<file path="src/rtl/instr_loader.sv">
// instr_loader: writer side of the instruction store read by the increment/add
// core. Program words arrive over a valid/ready handshake, are written in
// address order, and prog_ready tells the core a full program is present.
// The read port (instruct) is combinational from s2/s1.
// Optional feature: define INSTR_LOADER_PARITY_EN to check odd parity on each
// word; bad words are consumed but not written and set the sticky load_err.
module instr_loader #(
  parameter int DEPTH  = 4,
  parameter int WIDTH  = 2,
  parameter int ADDR_W = 2
) (
  input  logic              clock,
  input  logic              reset,
  input  logic              load_start,
  input  logic              wr_valid,
  input  logic [WIDTH-1:0]  wr_data,
  input  logic              wr_parity,
  output logic              wr_ready,
  input  logic              s1,
  input  logic              s2,
  output logic [WIDTH-1:0]  instruct,
  output logic              prog_ready,
  output logic [ADDR_W:0]   load_count,
  output logic              load_err
);

  typedef enum logic [1:0] {
    IDLE,
    LOAD,
    DONE
  } state_t;

  state_t            state;
  logic [ADDR_W-1:0] wr_ptr;
  logic [WIDTH-1:0]  mem [DEPTH];
  logic [ADDR_W-1:0] rd_addr;
  logic              beat;
  logic              word_ok;
  logic              last_beat;

  // Read port: whatever is currently stored, including a partial load.
  assign rd_addr  = ADDR_W'({s2, s1});
  assign instruct = mem[rd_addr];

`ifdef INSTR_LOADER_PARITY_EN
  // Odd parity over data plus parity bit.
  assign word_ok = ^{wr_data, wr_parity};
`else
  logic unused_parity;
  assign word_ok       = 1'b1;
  assign unused_parity = wr_parity;
`endif

  // Handshake beat; a restart in the same cycle wins and the beat is dropped.
  always_comb begin
    beat      = 1'b0;
    last_beat = 1'b0;
    if ((state == LOAD) && wr_valid && !load_start) begin
      beat = 1'b1;
    end
    if (load_count == (ADDR_W+1)'(DEPTH - 1)) begin
      last_beat = 1'b1;
    end
  end

  // Session FSM with registered ready flags, write pointer, count and memory.
  always_ff @(posedge clock or posedge reset) begin
    if (reset) begin
      state      <= IDLE;
      wr_ready   <= 1'b0;
      prog_ready <= 1'b0;
      wr_ptr     <= '0;
      load_count <= '0;
      for (int unsigned i = 0; i < DEPTH; i++) begin
        mem[i] <= '0;
      end
    end else if (load_start) begin
      state      <= LOAD;
      wr_ready   <= 1'b1;
      prog_ready <= 1'b0;
      wr_ptr     <= '0;
      load_count <= '0;
    end else if (beat && word_ok) begin
      mem[wr_ptr] <= wr_data;
      wr_ptr      <= wr_ptr + ADDR_W'(1);
      load_count  <= load_count + (ADDR_W+1)'(1);
      if (last_beat) begin
        state      <= DONE;
        wr_ready   <= 1'b0;
        prog_ready <= 1'b1;
      end
    end
  end

`ifdef INSTR_LOADER_PARITY_EN
  // Sticky parity error, cleared only by a new session or reset.
  always_ff @(posedge clock or posedge reset) begin
    if (reset) begin
      load_err <= 1'b0;
    end else if (load_start) begin
      load_err <= 1'b0;
    end else if (beat && !word_ok) begin
      load_err <= 1'b1;
    end
  end
`else
  assign load_err = 1'b0;
`endif

endmodule
</file>
<file path="config.mk">
export PLATFORM = sky130hd
export DESIGN_NAME = instr_loader
export DESIGN_NICKNAME = d
export VERILOG_FILES = /design/src/rtl/instr_loader.sv
export SDC_FILE = /design/constraint.sdc
export NUM_CORES = 1
export LEC_CHECK = 0
export ABC_AREA = 1
export CAP_MARGIN = 25
export CORE_MARGIN = 2
export CORE_UTILIZATION = 40
export DETAILED_ROUTE_END_ITERATION = 8
export DONT_BUFFER_PORTS = 1
export SLEW_MARGIN = 20
export SYNTH_ARGS = -nofsm -noshare
export SYNTH_HDL_FRONTEND = slang
export SYNTH_SLANG_ARGS = --single-unit
</file>
<file path="constraint.sdc">
create_clock -name clock -period 1 [get_ports clock]
set_input_delay 0.2 -clock clock [delete_from_list [all_inputs] [get_ports clock]]
set_output_delay 0.2 -clock clock [all_outputs]
set_load 0.02 [all_outputs]
</file>
**After elaboration in Yosys (flattened, before gate mapping)**

Cells that the tools add are included.

- Logic and storage cells: 48
- Register bits: 17

- Order comparisons: 3
- Bitwise gates (word level): 3
- Multiplexer cells: 21
- Reduce and logical (&&, ||, !) cells: 8
- Eq/ne operators: 2
- $add $sub $neg: 2

Operators by type and width:

| cell | number |
|---|---|
| $mux 2 | 8 |
| $bwmux 8 | 1 |
| $mux 1 | 8 |
| $ge 3x3->1 const B | 2 |
| $mux 3 | 2 |
| $not 2->3 | 2 |
| $bmux 2 s2 | 1 |
| $demux 2 s2 | 1 |
| $reduce_and 2->1 | 2 |
| $reduce_bool 2->1 | 2 |
| $add 3x1->3 const B | 1 |
| $eq 3x2->1 const B | 1 |
| $logic_and 1x1->1 | 3 |
| $lt 3x1->1 const B | 1 |
| $add 2x1->2 const B | 1 |
| $eq 2x1->1 const B | 1 |
| $logic_not 1->1 | 1 |
| $not 1->1 | 1 |

**Longest topological paths before layout**

Gate-level depths: netlist of run 1.

- Depth in word-level cells: 6
- Depth in mapped cells: 6
- Gate-level depth less buffers: 5

**Worst setup path after synthesis of run 1**

Ideal clock, no wire load.

- Kind: reg-to-reg
- Start: register load_count[0]
- End: register load_count[2]
- Path slack: -178 ps
- Period minus slack after synthesis: 1,178 ps
- Data required time: 883 ps
- Cell stages (with the launch flop): 6
- Path buffers: 0
- Arrival time: 1,061 ps
- Path through: dfrtp_1 > ha_1 > ha_1 > inv_1 > nand2_1 > nand2_1

- Cells in the longest elaborated chain, start to end: 3

RTL lines:

| what | RTL line | text |
|---|---|---|
| from (decl) | 23 | `output logic [ADDR_W:0] load_count,` |
| from (signal assigned) | 86 | `load_count <= load_count + (ADDR_W+1)'(1);` |
| $add 3x1->3 | 86 |  |
| $mux 3 | 83 | `end else if (beat && word_ok) begin` |
| $mux 3 | 77 | `end else if (load_start) begin` |

Every way passes these cells. The select of a mux whose other input is x is not followed.
A chain may end at the register's enable or synchronous reset.

**Worst setup path after layout of run 1**

- Start: register mem[3] (netlist bit)
- End: output port instruct[1]

- Cells in the longest elaborated chain, start to end: 3

RTL lines:

| what | RTL line | text |
|---|---|---|
| from (decl) | 35 | `logic [WIDTH-1:0] mem [DEPTH];` |
| from (signal, indexed assignment) | 84 | `mem[wr_ptr] <= wr_data;` |
| $bmux 2 s2 | 43 | `assign instruct = mem[rd_addr];` |
| $mux 2 (implied by the code) (2 in a row) | 43 |  |
| to (decl) | 21 | `output logic [WIDTH-1:0] instruct,` |

Every way passes these cells. The select of a mux whose other input is x is not followed.

==> qor.log, run 1 <==
INFO  timing         upper_clock_frequency_limit=821MHz
INFO  synthesis      netlist_area=837µm²
INFO  setup_path     critPathKind=flop to primary output
INFO  clocking       clock_tree.htree_level_count=1
INFO  placed_design  finalWeightedCongestion=0.789
INFO  synthesis      synth_seq_area_share=44.8%
INFO  clocking       clkSinkCount=15
INFO  grt            grt.met1_usage=19.3%
INFO  timing         drv_slew=0
INFO  timing         finalWorstPathRequiredPeriod=1220ps
INFO  synthesis      synthesis.nets=113
INFO  setup_path     cell_with_the_largest_stage_delay_on_the_worst_path=sky130_fd_sc_hd__dfrtp_1
INFO  setup_path     required_worst_endpoint=800ps
INFO  status         failed_checks=setup timing
INFO  setup_path     path_delay_family=flip-flops
INFO  layout         drive_gt1_share=47.5%
INFO  timing         finalHoldViolCount=0
INFO  route          route.detailed.vias_per_inst=4.84
INFO  timing         setup_slack=-218ps
INFO  power          pwr_density_cell=1310nW/µm²
INFO  grt            grt_usage=15.9%
INFO  timing         min_period_over_period=122%
INFO  synthesis      synth_area_per_cell=8.54µm²
INFO  floorplan      design.core.area=1960µm²
INFO  clocking       tritoncts=yes
INFO  setup_path     crit_path_max_fanout=2
INFO  floorplan      pin_count=17
INFO  route          antenna_violating_nets_post_route=0
INFO  route          wirelength=1.73mm
INFO  floorplan      core.rowCount=16
INFO  setup_path     endpoint_kind=primary output
INFO  clocking       worstSkewPairLatency=290ps
INFO  grt            antenna_found_initial=0
INFO  synthesis      synth_cell_type_count=19
INFO  timing         finalSetupViolCount=22
INFO  route          drc=0
INFO  layout         stdcell_area=1220µm²
INFO  grt            grt_start_max_net_pins=16
INFO  floorplan      floorplan.die.height=49.7µm
INFO  setup_path     worstPathCellList=o211ai_1 > nand2_2
INFO  synthesis      postSynthRegisterBits=15
INFO  layout         insertedDiodeCount=0
INFO  placed_design  numPortBuffers=0
INFO  clocking       cts-buffers-inserted=3
INFO  synthesis      synth.yosys.warnings=0
INFO  grt            groute.layer.met3.usage=3.03%
INFO  placed_design  place_worst_setup_slack=-202ps
INFO  status         run_status=finished, violations left
INFO  grt            first_global_vias=715
INFO  min_path       timing.hold.worst.class=primary input to flop
INFO  setup_path     worst-endpoint-arrival=1020ps
INFO  setup_path     cpPeakStageDelay=400ps
INFO  floorplan      start_util=42.7%
INFO  grt            global_route.usage.met2=26.7%
INFO  power          report.power.total=0.00160W
INFO  synthesis      synth_top_cell_by_area=sky130_fd_sc_hd__dfrtp_1
INFO  synthesis      synth.area.top_cells=sky130_fd_sc_hd__dfrtp_1, sky130_fd_sc_hd__nand2_1, sky130_fd_sc_hd__ha_1
INFO  flow_run       max_cap_viol_count=0
INFO  clocking       number_of_buffers_between_clock_root_and_the_deepest_sink=2
INFO  synthesis      synth_top_area_share=44.8%
INFO  setup_path     worstPathBufferInverterCount=0
INFO  layout         finalNetCount=138
INFO  route          drt_first_iter_violations=9
INFO  grt            top_usage_layer=met2
INFO  route          routedWlPerCell=11.6µm
INFO  clocking       clk_pin_slew_worst_paths=100ps
INFO  floorplan      die_width=49.7µm
INFO  grt            grt_remaining_overflow=0
INFO  timing         whs=50.8ps
INFO  route          detailedRoute.firstPassIterationCount=4
INFO  floorplan      die_area=2470µm²
INFO  power          vdd.ir_drop.worst=0.723mV
INFO  placed_design  post_dp_cell_area=986µm²
INFO  route          vias=721
INFO  timing         final.setup_skew=5.03ps
INFO  layout         layout-area-overhead-vs-synth=46.0%
INFO  setup_path     timing.critical_path.from_type=flop
INFO  timing         rsz0062_at_grt=yes
INFO  clocking       clk_root_buffer_cell=sky130_fd_sc_hd__clkbuf_4
INFO  layout         fill_cell_instance_count_of_the_final_layout=184
INFO  placed_design  dp.final_hpwl=1.20mm
INFO  power          leakage=0.595nW
INFO  synthesis      synth_cells=98
INFO  grt            first_pass_grt_wire_length=2.98mm
## sequential cells by signal, indices dropped and copies added (netlist names)
name / count
mem: 8
load_count: 3
wr_ptr: 2
prog_ready: 1
state: 1
## worst paths after layout
check | startpoint | to | slack, ps | depth (start not counted)
worst max-delay path | mem[3] | instruct[1] | -220 | 2
worst min-delay path | wr_data[0] | mem[2] | 50 | 2
worst max register to register | state[0] | mem[7] | -80 | 6
worst min register to register | mem[3] | mem[3] | 490 | 2
max in group asynchronous | reset | prog_ready | 450 | 3
min in group asynchronous | reset | load_count[0] | 350 | 3
## per-stage QoR
step	setup TNS [ps]	cells	util (%)
floorplan	-230	98	-
global placement	-886	134	50.3
detailed placement	-1160	134	50.3
CTS	-1990	145	59.1
finish	-1520	149	62.3
global route	-2550	149	62.3
## cell type report
| cell class | count | area [µm²] | share of cell area [%] |
|---|---|---|---|
| Sequential cell | 15 | 380 | 31.1 |
| Multi-Input combinational cell | 68 | 494 | 40.4 |
| Clock inverter | 1 | 5.00 | 0.409 |
| Clock buffer | 3 | 22.5 | 1.84 |
| Tap cell | 27 | 33.8 | 2.76 |
| Inverter | 12 | 45.0 | 3.68 |
| Timing Repair Buffer | 23 | 241 | 19.8 |
## repair_timing
action                                  in CTS  in global routing
hold buffers                                 2                  0
hold endpoints to repair                    16                  0
pin swaps                                   14                 17
gates resized for setup                     19                 16
gates cloned                                 1                  0
endpoints found under the setup margin      20                 22
setup buffers                                5                  5
## synthesized netlist by cell type
master and n:
sky130_fd_sc_hd__o211ai_1 2, sky130_fd_sc_hd__nand2_4 1, sky130_fd_sc_hd__o21ai_0 2, sky130_fd_sc_hd__ha_1 6, sky130_fd_sc_hd__nand3_4 1, sky130_fd_sc_hd__a21oi_2 1
sky130_fd_sc_hd__dfrtp_1 15, sky130_fd_sc_hd__conb_1 1, sky130_fd_sc_hd__nor2_4 1, sky130_fd_sc_hd__buf_4 2, sky130_fd_sc_hd__nand2_2 1, sky130_fd_sc_hd__a21oi_1 2
sky130_fd_sc_hd__nor2_1 1, sky130_fd_sc_hd__nand2_1 37, sky130_fd_sc_hd__nor3_2 1, sky130_fd_sc_hd__nand4_1 8, sky130_fd_sc_hd__nand3_1 3, sky130_fd_sc_hd__inv_1 12
sky130_fd_sc_hd__buf_8 1
## layout by cell type (no fill, tap or decap), types with 2 or more instances in the layout
cell	instances
sky130_fd_sc_hd__o21ai_1	2
sky130_fd_sc_hd__nor2_4	2
sky130_fd_sc_hd__ha_1	2
sky130_fd_sc_hd__nand2_4	2
sky130_fd_sc_hd__inv_1	10
sky130_fd_sc_hd__inv_2	2
sky130_fd_sc_hd__buf_6	7
sky130_fd_sc_hd__ha_4	2
sky130_fd_sc_hd__dlygate4sd3_1	2
sky130_fd_sc_hd__nand2_1	26
sky130_fd_sc_hd__nand4_1	8
sky130_fd_sc_hd__buf_4	11
sky130_fd_sc_hd__a21oi_2	3
sky130_fd_sc_hd__buf_12	3
sky130_fd_sc_hd__o211ai_1	2
sky130_fd_sc_hd__nand3_4	3
sky130_fd_sc_hd__dfrtp_1	11
sky130_fd_sc_hd__dfrtp_2	4
sky130_fd_sc_hd__ha_2	2
sky130_fd_sc_hd__clkbuf_4	3
sky130_fd_sc_hd__nand2_2	11
## logic make-up (layout without fill, tap and decap cells)
kind of cell | count (synthesis) | count (layout) | share of synthesized area [%]
DFF | 15 | 15 | 44.8
buffers and inverters | 15 | 39 | 8.97
and+or+nand+nor | 54 | 54 | 31.5
other | 1 | 1 | 0.448
adders and majority gates | 6 | 6 | 8.97
AOI/OAI and AO/OA | 7 | 7 | 5.23
## worst register-to-register path, stage by stage, from the launching register on
cell and delay [ps]:
sky130_fd_sc_hd__dfrtp_2 420, sky130_fd_sc_hd__nand2_4 70, sky130_fd_sc_hd__nor2_4 160, sky130_fd_sc_hd__buf_12 150
sky130_fd_sc_hd__nand3_2 60, sky130_fd_sc_hd__nand2_1 60, sky130_fd_sc_hd__nand2_1 50
## power breakdown
group	switching, W	internal, W
clock network	0.000206	0.000149
logic	0.000239	0.000233
registers	0.0000653	0.000705
## layer usage
| metal | part of all wire (%) | up-vias |
|---|---|---|
| met4 | 2.2 | 0 |
| li1 | - | 360 |
| met5 | 0 | - |
| met1 | 42 | 340 |
| met3 | 4.3 | 5 |
| met2 | 51 | 16 |
(Power assumes the default switching activity.)
==> run 2: changes to the inputs <==
Settings changed: CTS_CLUSTER_SIZE set to 20.
==> results of run 2 <==
Final layout, timing and power as in run 1 (identical DEF).
